===== config.mk =====
export PLATFORM = sky130hd
export DESIGN_NAME = pc_fetch
export DESIGN_NICKNAME = d
export VERILOG_FILES = /design/src/rtl/pc_fetch_pkg.sv /design/src/rtl/pc_reg.sv /design/src/rtl/pc_fetch.sv
export SDC_FILE = /design/constraint.sdc
export NUM_CORES = 1
export LEC_CHECK = 0
export CAP_MARGIN = 20
export CORE_ASPECT_RATIO = 1.1
export CORE_UTILIZATION = 41
export CTS_BUF_LIST = sky130_fd_sc_hd__clkbuf_8 sky130_fd_sc_hd__clkbuf_16
export DETAILED_ROUTE_END_ITERATION = 10
export MAX_ROUTING_LAYER = met4
export PLACE_DENSITY = 0.8
export SKIP_LAST_GASP = 1
export SYNTH_ARGS = -nofsm -noshare
export SYNTH_HDL_FRONTEND = slang
export SYNTH_SLANG_ARGS = --single-unit

===== constraint.sdc =====
create_clock -name clk -period 2.1 [get_ports clk]
set_input_delay 0.42 -clock clk [delete_from_list [all_inputs] [get_ports clk]]
set_output_delay 0.42 -clock clk [all_outputs]
set_load 0.05 [all_outputs]

===== src/rtl/pc_fetch_pkg.sv =====
// Shared definitions for the PC / instruction-fetch sequencer.
// Holds the FSM state encoding and the latency-counter width helper.
// Imported by pc_fetch and pc_reg.
package pc_fetch_pkg;

  // FSM state encoding, kept as plain constants so older tools can consume it
  typedef logic [1:0] fetch_state_t;
  localparam fetch_state_t FETCH = 2'd0;
  localparam fetch_state_t WAIT  = 2'd1;
  localparam fetch_state_t HOLD  = 2'd2;

  // Bits needed to represent values 0..v-1; used as clog2(MEM_LAT+1) so the
  // latency counter can hold MEM_LAT itself.
  function automatic int clog2(input int v);
    int r;
    r = 0;
    for (int i = 0; i < 31; i++) begin
      if ((1 << i) < v) r = i + 1;
    end
    return r;
  endfunction

endpackage


===== src/rtl/pc_reg.sv =====
// Program counter register: async reset to RESET_ADDR, load has priority over inc.
// Latency: new value visible one cycle after load/inc.
// No handshake; wraps silently from all-ones to zero.
module pc_reg
  import pc_fetch_pkg::*;
#(
  parameter int                ADDR_W     = 16,
  parameter logic [ADDR_W-1:0] RESET_ADDR = '0
) (
  input  logic              clk,
  input  logic              rst,
  input  logic              load,
  input  logic [ADDR_W-1:0] in,
  input  logic              inc,
  output logic [ADDR_W-1:0] pc
);

  // PC update: reset > load > increment (natural modulo-2^ADDR_W wrap)
  always_ff @(posedge clk or posedge rst) begin
    if (rst) begin
      pc <= RESET_ADDR;
    end else if (load) begin
      pc <= in;
    end else if (inc) begin
      pc <= pc + 1'b1;
    end
  end

endmodule


===== src/rtl/pc_fetch.sv =====
// PC + fetch sequencer: reads a synchronous instruction memory and presents the word on valid/ready.
// Latency: MEM_LAT+1 cycles from mem_rd to instr_valid; one word per MEM_LAT+2 cycles at best.
// Backpressure: instr is held in HOLD until instr_ready; no new read is issued meanwhile.
// Optional feature macro: PC_FETCH_HALT_EN adds a 'halt' input that stalls new fetches.
module pc_fetch
  import pc_fetch_pkg::*;
#(
  parameter int                ADDR_W     = 16,
  parameter int                DATA_W     = 16,
  parameter logic [ADDR_W-1:0] RESET_ADDR = '0,
  parameter int                MEM_LAT    = 1
) (
  input  logic              clk,
  input  logic              reset,
  input  logic              load,
  input  logic [ADDR_W-1:0] in,
  output logic [ADDR_W-1:0] pc,
  output logic [ADDR_W-1:0] mem_addr,
  output logic              mem_rd,
  input  logic [DATA_W-1:0] mem_data,
  output logic [DATA_W-1:0] instr,
  output logic              instr_valid,
  input  logic              instr_ready
`ifdef PC_FETCH_HALT_EN
  ,
  input  logic              halt
`endif
);

  localparam int              CNT_W    = clog2(MEM_LAT + 1);
  localparam logic [CNT_W-1:0] CNT_ONE  = CNT_W'(1);
  localparam logic [CNT_W-1:0] CNT_LAST = CNT_W'(MEM_LAT);

  fetch_state_t     state;
  logic [CNT_W-1:0] lat_cnt;
  logic             halt_req;
  logic             handshake;
  logic             pc_inc;

`ifdef PC_FETCH_HALT_EN
  assign halt_req = halt;
`else
  assign halt_req = 1'b0;
`endif

  // Word is consumed when it is presented and downstream takes it.
  assign handshake = (state == HOLD) && instr_valid && instr_ready;
  // A jump in the same cycle consumes the word but overrides the increment.
  assign pc_inc    = handshake && !load;

  // The address is always the PC; a read is only launched from FETCH, so at most
  // one read is ever outstanding. Gated by reset so outputs are quiet while held.
  assign mem_addr = pc;
  assign mem_rd   = !reset && (state == FETCH) && !load && !halt_req;

  pc_reg #(
    .ADDR_W     (ADDR_W),
    .RESET_ADDR (RESET_ADDR)
  ) u_pc_reg (
    .clk  (clk),
    .rst  (reset),
    .load (load),
    .in   (in),
    .inc  (pc_inc),
    .pc   (pc)
  );

  // Fetch FSM: FETCH issues the read, WAIT counts out memory latency and
  // captures the word, HOLD presents it until accepted. A jump restarts in FETCH
  // and drops any word pending or presented.
  always_ff @(posedge clk or posedge reset) begin
    if (reset) begin
      state       <= FETCH;
      lat_cnt     <= '0;
      instr       <= '0;
      instr_valid <= 1'b0;
    end else if (load) begin
      state       <= FETCH;
      lat_cnt     <= '0;
      instr_valid <= 1'b0;
    end else begin
      case (state)
        FETCH: begin
          if (!halt_req) begin
            state   <= WAIT;
            lat_cnt <= CNT_ONE;
          end
        end
        WAIT: begin
          if (lat_cnt == CNT_LAST) begin
            instr       <= mem_data;
            instr_valid <= 1'b1;
            state       <= HOLD;
            lat_cnt     <= '0;
          end else begin
            lat_cnt <= lat_cnt + 1'b1;
          end
        end
        HOLD: begin
          if (instr_ready) begin
            instr_valid <= 1'b0;
            state       <= FETCH;
          end
        end
        default: begin
          state       <= FETCH;
          lat_cnt     <= '0;
          instr_valid <= 1'b0;
        end
      endcase
    end
  end

endmodule


# Yosys cells after proc, flatten, opt, wreduce, memory -nomap -nowiden
# Cells that the tools add are included.
[op_classes]
addsub = 2
eq_ne = 6
muxes = 13
bitwise_logic = 1
reduce_logical = 12
[ops]
columns = ["cell", "n"]
rows = [
  ["$mux 16", 2],
  ["$add 16x1->16 const B", 1],
  ["$mux 2", 3],
  ["$ne 3x3->1 const B", 2],
  ["$pmux 1 s3", 2],
  ["$pmux 2 s3", 1],
  ["$reduce_and 3->1", 2],
  ["$logic_and 1x1->1", 5],
  ["$mux 1", 5],
  ["$ne 2x2->1 const B", 2],
  ["$eq 2x1->1 const B", 1],
  ["$eq 2x2->1 const B", 1],
  ["$logic_not 1->1", 2],
  ["$logic_not 2->1", 1],
  ["$reduce_and 2->1", 1],
  ["$reduce_bool 2->1", 1],
  ["$add 1x1->1 const B", 1],
  ["$not 1->1", 1],
]
[word_totals]
register_bits = 36
inputBits = 36
output_inout_bits = 50
elab_cells = 39

# Longest topological paths before layout
[depth]
depth_word = 6
depth_mapped = 6
mapped_depth_nobuf = 5

# By module
# A second synthesis with hierarchy kept.
[hier_totals]
hier_cells = 170
hier_area_um2 = 1883.1
[modules_own_cells]
columns = ["mod", "instances", "cells_per_inst", "area_each_um2", "seq_area_each_um2"]
rows = [
  ["pc_fetch", 1, 69, 965.9, 500.5],
  ["pc_reg", 1, 101, 917.1, 400.4],
]

# Worst setup path before layout
# OpenSTA, ideal clock, no wires.
[synth_timing]
path_kind = "input to output"
startpoint = "in load"
endpoint = "out mem_rd"
arrival_ps = 2306
required_ps = 1680
slack_ps = -626
stages = 3
n_path_buf = 2
path_cell_list = "clkbuf_1 -> clkbuf_1 -> nor4_1"
[synth_between]
elab_chain_cells = 2
[synth_rtl]
columns = ["element", "line_no", "source"]
rows = [
  ["start, declared", "pc_fetch.sv:15", "input logic load,"],
  ["$logic_not 1->1", "pc_fetch.sv:54", "assign mem_rd = !reset && (state == FETCH) && !load && !halt_req;"],
  ["$logic_and 1x1->1", "pc_fetch.sv:54", ""],
  ["end, declared", "pc_fetch.sv:19", "output logic mem_rd,"],
]
# No other way between the ends.

# Final worst setup path
[layout_timing]
startpoint = "reg u_pc_reg.pc[9]"
endpoint = "out pc[9]"
[layout_rtl]
columns = ["element", "line_no", "source"]
rows = [
  ["start, declared", "pc_reg.sv:15", "output logic [ADDR_W-1:0] pc"],
  ["start signal, assigned", "pc_reg.sv:23", "pc <= in;"],
  ["start signal, assigned", "pc_reg.sv:25", "pc <= pc + 1'b1;"],
  ["end, declared", "pc_fetch.sv:17", "output logic [ADDR_W-1:0] pc,"],
]
# No word-level cell between the ends.

==> results.json <==
{
  "yosysWarningCount": 0,
  "path_depth": 1,
  "fin_crit_ps": 2040,
  "cap_violations": 0,
  "grt_usage_pct": 19.9,
  "grt_max_degree": 23,
  "yosysTopAreaCellShare_pct": 49.2,
  "rrSetupSlack_ps": 250,
  "tightest_slew_ps": 528,
  "io_pins": 86,
  "clk_latency_ps": 280,
  "drive_above_1_share_pct": 17.3,
  "cp.required_ps": 1680,
  "leakagePower_nw": 1.15,
  "area_growth_pct": 53.3,
  "clk_path_buf_depth": 2,
  "r2r_end": "u_pc_reg.pc[15]",
  "finalPower_w": 0.00268,
  "viasPerCell": 5.12,
  "die-height_um": 72.1,
  "cts_buffers": 5,
  "die_area_mm2": 0.00474,
  "row_count": 25,
  "finalHoldViolations": 0,
  "root_buffer": "clkbuf_8",
  "antenna_found_initial": 0,
  "final_max_slew_viol_count": 0,
  "hp-class": "reg -> reg",
  "drc_errors": 0,
  "rr_startpoint": "u_pc_reg.pc[5]",
  "multi_input_area_um2": 778,
  "core_mm2": 0.00429,
  "synth-main-ff-cell": "dfrtp_1",
  "postSynth.asyncResetShare_pct": 100,
  "avgSynthCellArea_um2": 10.5,
  "seq_area_frac_synth_pct": 49.2,
  "ys_types": 38,
  "path_class": "reg -> out",
  "ff2ff_path_depth": 4,
  "clkTransAtPathRegs_ps": 70,
  "gp_congestion": 0.790,
  "slowest_delay_ps": 860,
  "path_delay_family": "buffers and inverters",
  "wire_per_inst_um": 14.2,
  "final_area_mm2": 0.00281,
  "fin_nets": 291,
  "io_buffers": 85,
  "grt_overflow": 0,
  "cts_sinks": 36,
  "worstPathCellList": "clkdlybuf4s50_1",
  "synth.most_common_cell": "dfrtp_1",
  "relSlewSlack_pct": 64.7,
  "grt_pass1_wl_mm": 6.98,
  "postRouteAntennaNets": 0,
  "arrival_ps": 1620,
  "cts_resized": 0,
  "dr.pass1.iters": 5,
  "post-dp-hpwl_mm": 3.27,
  "grt_pass1_vias": 1550,
  "initial_core_util_pct": 42.7,
  "htreeDepth": 2,
  "status": "finished, final reports clean",
  "postCtsHoldBufs": 0,
  "syn-num-nets": 211,
  "netlist_area_mm2": 0.00183,
  "crit_end": "pc[9]",
  "die_w_um": 65.7,
  "cp_max_fo": 6,
  "cp_slowest_cell": "clkdlybuf4s50_1",
  "crit_buf_inv": 1,
  "synthTopCellsByArea": "dfrtp_1, mux2_2, buf_4",
  "cts_tree": "yes",
  "ys_ff_latch": 36,
  "synth_top_cell_by_area": "dfrtp_1",
  "hold_slack_ps": 508,
  "synth_commonest_cells": "dfrtp_1, nand2_1, buf_4, mux2_2, o21ai_0",
  "cp-start-kind": "flip-flop",
  "setup_viol": 0,
  "finalNonFillerCells": 308,
  "antenna_cells": 0,
  "fin_skew_ps": 7.40,
  "rsz0062_at_grt": "no",
  "route.vias.total": 1577,
  "placed_area_mm2": 0.00271,
  "fin_crit_sh_pct": 97.2,
  "nFillCells": 383,
  "end_kind": "primary output",
  "drtIter0Drc": 114,
  "wl_mm": 4.38,
  "synth_edf_count": 0,
  "seqCellArea_um2": 901,
  "dp.cells": 301,
  "ir_worst_vdd_v": 0.000543,
  "fmax_mhz": 490,
  "p_per_area_mw_per_mm2": 956,
  "hold_path_depth": 1,
  "syn_inst": 174,
  "postCtsSetupBuffers": 0,
  "critical_path.startpoint": "u_pc_reg.pc[9]"
}
-- where the power goes --
group          internal [W]  leakage [nW]  switching, W
logic              0.000454         0.672      0.000769
clock network      0.000292        0.0503      0.000234
registers          0.000830         0.430      0.000105
total               0.00158          1.15       0.00111
-- layer usage --
| metal | share of wire [%] | global-route usage (%) | wire (um) | vias to the layer above |
|---|---|---|---|---|
| li1 | - | - | - | 766 |
| met1 | 42 | 22.5 | 1860 | 761 |
| met2 | 52 | 34.2 | 2300 | 44 |
| met3 | 3.8 | 4.87 | 167 | 6 |
| met4 | 1.3 | 6.28 | 59 | 0 |
| met5 | 0 | - | 0 | - |
-- worst min-delay path by stage --
stage | from | to
floorplan | lat_cnt | state[0]
global placement | instr[4] | instr[4]
detailed placement | instr[2] | instr[2]
CTS | instr[2] | instr[2]
global route | instr[6] | instr[6]
finish | instr[15] | instr[15]
-- cells in the final DEF (no fill, tap or decap), types with 2 or more instances in the layout --
cell / instances
nand3_1: 5
mux2i_1: 2
nor4_1: 3
nor2_1: 8
or3_2: 2
clkdlybuf4s50_1: 80
nand2_1: 20
nor3_1: 2
xnor2_1: 4
or3_1: 2
o21ai_0: 13
and4_1: 2
buf_12: 2
xor2_1: 6
nand4_1: 5
mux2_2: 16
buf_4: 14
clkbuf_8: 7
a21oi_1: 4
a31oi_1: 3
dfrtp_1: 36
-- through the flow --
stage               setup TNS (ps)  worst slack [ps]  utilization [%]
floorplan                        0              6.19                -
global placement              -402              -173             63.2
detailed placement            -482              -187             63.2
CTS                              0              45.8             65.5
global route                     0              11.9             65.5
finish                           0              59.8             65.5
-- logic make-up (layout without fill, tap and decap cells) --
kind of cell	after synthesis	after routing	synth area share [%]
AND/OR/NAND/NOR	59	59	18.0
flip-flops	36	36	49.2
buffers and inverters	26	106	9.15
AO/OA/AOI/OAI	24	24	7.31
multiplexers	18	18	10.9
XOR/XNOR	10	10	4.78
adder cells (fa/ha/maj)	1	1	0.683
-- cell type report --
class	count	share of cell area [%]
clock buffers	7	3.43
inverters	2	0.267
multi-input cells	112	27.7
flip-flops and latches	36	32.1
well taps	54	2.41
repair buffers	97	34.1
Note: power is estimated with default switching activity, not from simulation.
==> RTL edit, RTL diff (same flow settings) <==
`DATA_W`: 16 -> 18.
--- a/src/rtl/pc_fetch.sv
+++ b/src/rtl/pc_fetch.sv
@@ -8,3 +8,3 @@
   parameter int                ADDR_W     = 16,
-  parameter int                DATA_W     = 16,
+  parameter int                DATA_W     = 18,
   parameter logic [ADDR_W-1:0] RESET_ADDR = '0,
Ports: changed (resized instr and mem_data); port bits go from 86 to 90. The function was not compared with the original's and may differ.
==> RTL edit against the original RTL <==
Synthesized area rose by 2.9%; count of clock-buffer cells in the layout shrank 1; non-clock buffer count decreased by 2; routed wire length is 3.2% lower; design area grew 2.4%; combinational power increased by 5%; worst setup slack worse by 1.3 ps; power up 7.9%; critical endpoint is now pc[4]; sequential cell count increased by 2.
==> RTL edit: results (changes against the original RTL) <==
.. list-table::
   :header-rows: 1

   * - Metric
     - Value
   * - Share of total power in sequential cells
     - 34.1% (was 34.8%)
   * - Number of distinct standard cells referenced by the synthesized netlist
     - 32 (was 38)
   * - Count of buffers from port buffering
     - 89 (was 85)
   * - Top post-synthesis cells by area
     - sky130_fd_sc_hd__dfrtp_1 50%, sky130_fd_sc_hd__mux2_2 11%, sky130_fd_sc_hd__buf_4 7.2% (was sky130_fd_sc_hd__dfrtp_1 49%, sky130_fd_sc_hd__mux2_2 9.8%, sky130_fd_sc_hd__buf_4 6.6%)
   * - Relative slew slack
     - 64.4% (was 64.7%)
   * - Post-DP HPWL
     - 3.05 mm (was 3.27 mm)
   * - Worst setup timing slack at the placement stage
     - 152 ps (was -187 ps)
   * - Cell internal power dissipation
     - 1740 µW (was 1580 µW)
   * - Number of placed instances with taps included
     - 306 (was 301)
   * - Adder and majority gate portion of the synthesized area
     - 0.664% (was 0.683%)
   * - Mapped Nets
     - 218 (was 211)
   * - Mux cell area share after synthesis
     - 11.8% (was 10.9%)
   * - GR Util met2
     - 33.2% (was 34.2%)
   * - Xor and xnor area share after synthesis
     - 4.65% (was 4.78%)
   * - Reg-to-reg startpoint
     - u_pc_reg.pc[3] (was u_pc_reg.pc[5])
   * - Drt wl/cell
     - 13.6 µm (was 14.2 µm)
   * - Run status
     - finished clean (unchanged)
   * - Initial detailed-routing violation count
     - 59 (was 114)
   * - Reg2Reg Setup Slack
     - 390 ps (was 250 ps)
   * - Final hold slack
     - 496 ps (was 508 ps)
   * - Complex-gate fraction of the synthesized area
     - 7.17% (was 7.31%)
   * - Hold Path Class
     - input port to asynchronous set/reset pin (was flip-flop to flip-flop)
   * - Static Leak
     - 0.00116 µW (was 0.00115 µW)
   * - Pre-Repair DR Iteration Count
     - 4 (was 5)
   * - Met3 capacity usage during global routing
     - 5.00% (was 4.87%)
   * - Synth top cells by count
     - 38 x sky130_fd_sc_hd__dfrtp_1, 18 x sky130_fd_sc_hd__buf_4, 18 x sky130_fd_sc_hd__mux2_2 (was 36 x sky130_fd_sc_hd__dfrtp_1, 20 x sky130_fd_sc_hd__nand2_1, 16 x sky130_fd_sc_hd__buf_4, 16 x sky130_fd_sc_hd__mux2_2, 13 x sky130_fd_sc_hd__o21ai_0)
-- RTL edit: cell types whose count changed in the layout (fill, tap and decap cells not counted), sizes merged, moves of 4 or more --
cell,unedited run,this run
buf,16,9
clkdlybuf4s50,80,85
inv,1,8
nor3,3,7
xnor2,4,9
xor2,6,1
-- RTL edit: final cells by class --
| cell class | instances | area, µm² |
|---|---|---|
| Sequential cell | 38 | 951 |
| Multi-Input combinational cell | 111 | 758 |
| Clock buffer | 6 | 82.6 |
| Inverter | 8 | 30.0 |
| Timing Repair Buffer | 95 | 956 |
| Tap cell | 54 | 67.6 |
| Fill cell | 346 | 1470 |
| Clock inverter | 1 | 30.0 |
-- RTL edit: cell families (layout without fill, tap and decap cells) --
family	Yosys count	after routing
multiplexers	20	20
XOR/XNOR	10	10
flip-flops	38	38
buffers and inverters	30	110
AO/OA/AOI/OAI	23	23
adder cells (fa/ha/maj)	1	1
AND/OR/NAND/NOR	57	57
-- RTL edit: worst max path at each step --
stage                 endpoint  slack (ps)  cells after the start
2_1_floorplan           mem_rd         120                      2
4_1_cts            mem_addr[4]          30                      1
3_5_place_dp   u_pc_reg.pc[10]         150                      6
5_1_grt            mem_addr[7]           1                      1
3_3_place_gp   u_pc_reg.pc[10]         190                      6
6_report                 pc[4]          60                      1
-- RTL edit: what timing repair did --
item | CTS | global route
setup buffers | 0 | 0
resized for setup | 0 | 1
setup endpoints to repair | 0 | 1
hold buffers | 0 | 0
-- RTL edit: tightest hold or removal path, stage by stage --
cell and delay (ps):
sky130_fd_sc_hd__clkdlybuf4s50_1 430, sky130_fd_sc_hd__inv_1 80, sky130_fd_sc_hd__buf_4 220
-- RTL edit: routing by layer --
metal	part of all wire (%)	wire length, µm	vias up
met1	42	1800	734
met3	6.5	277	5
met5	0	0	-
met4	1.2	50	0
li1	-	-	762
met2	50	2120	58
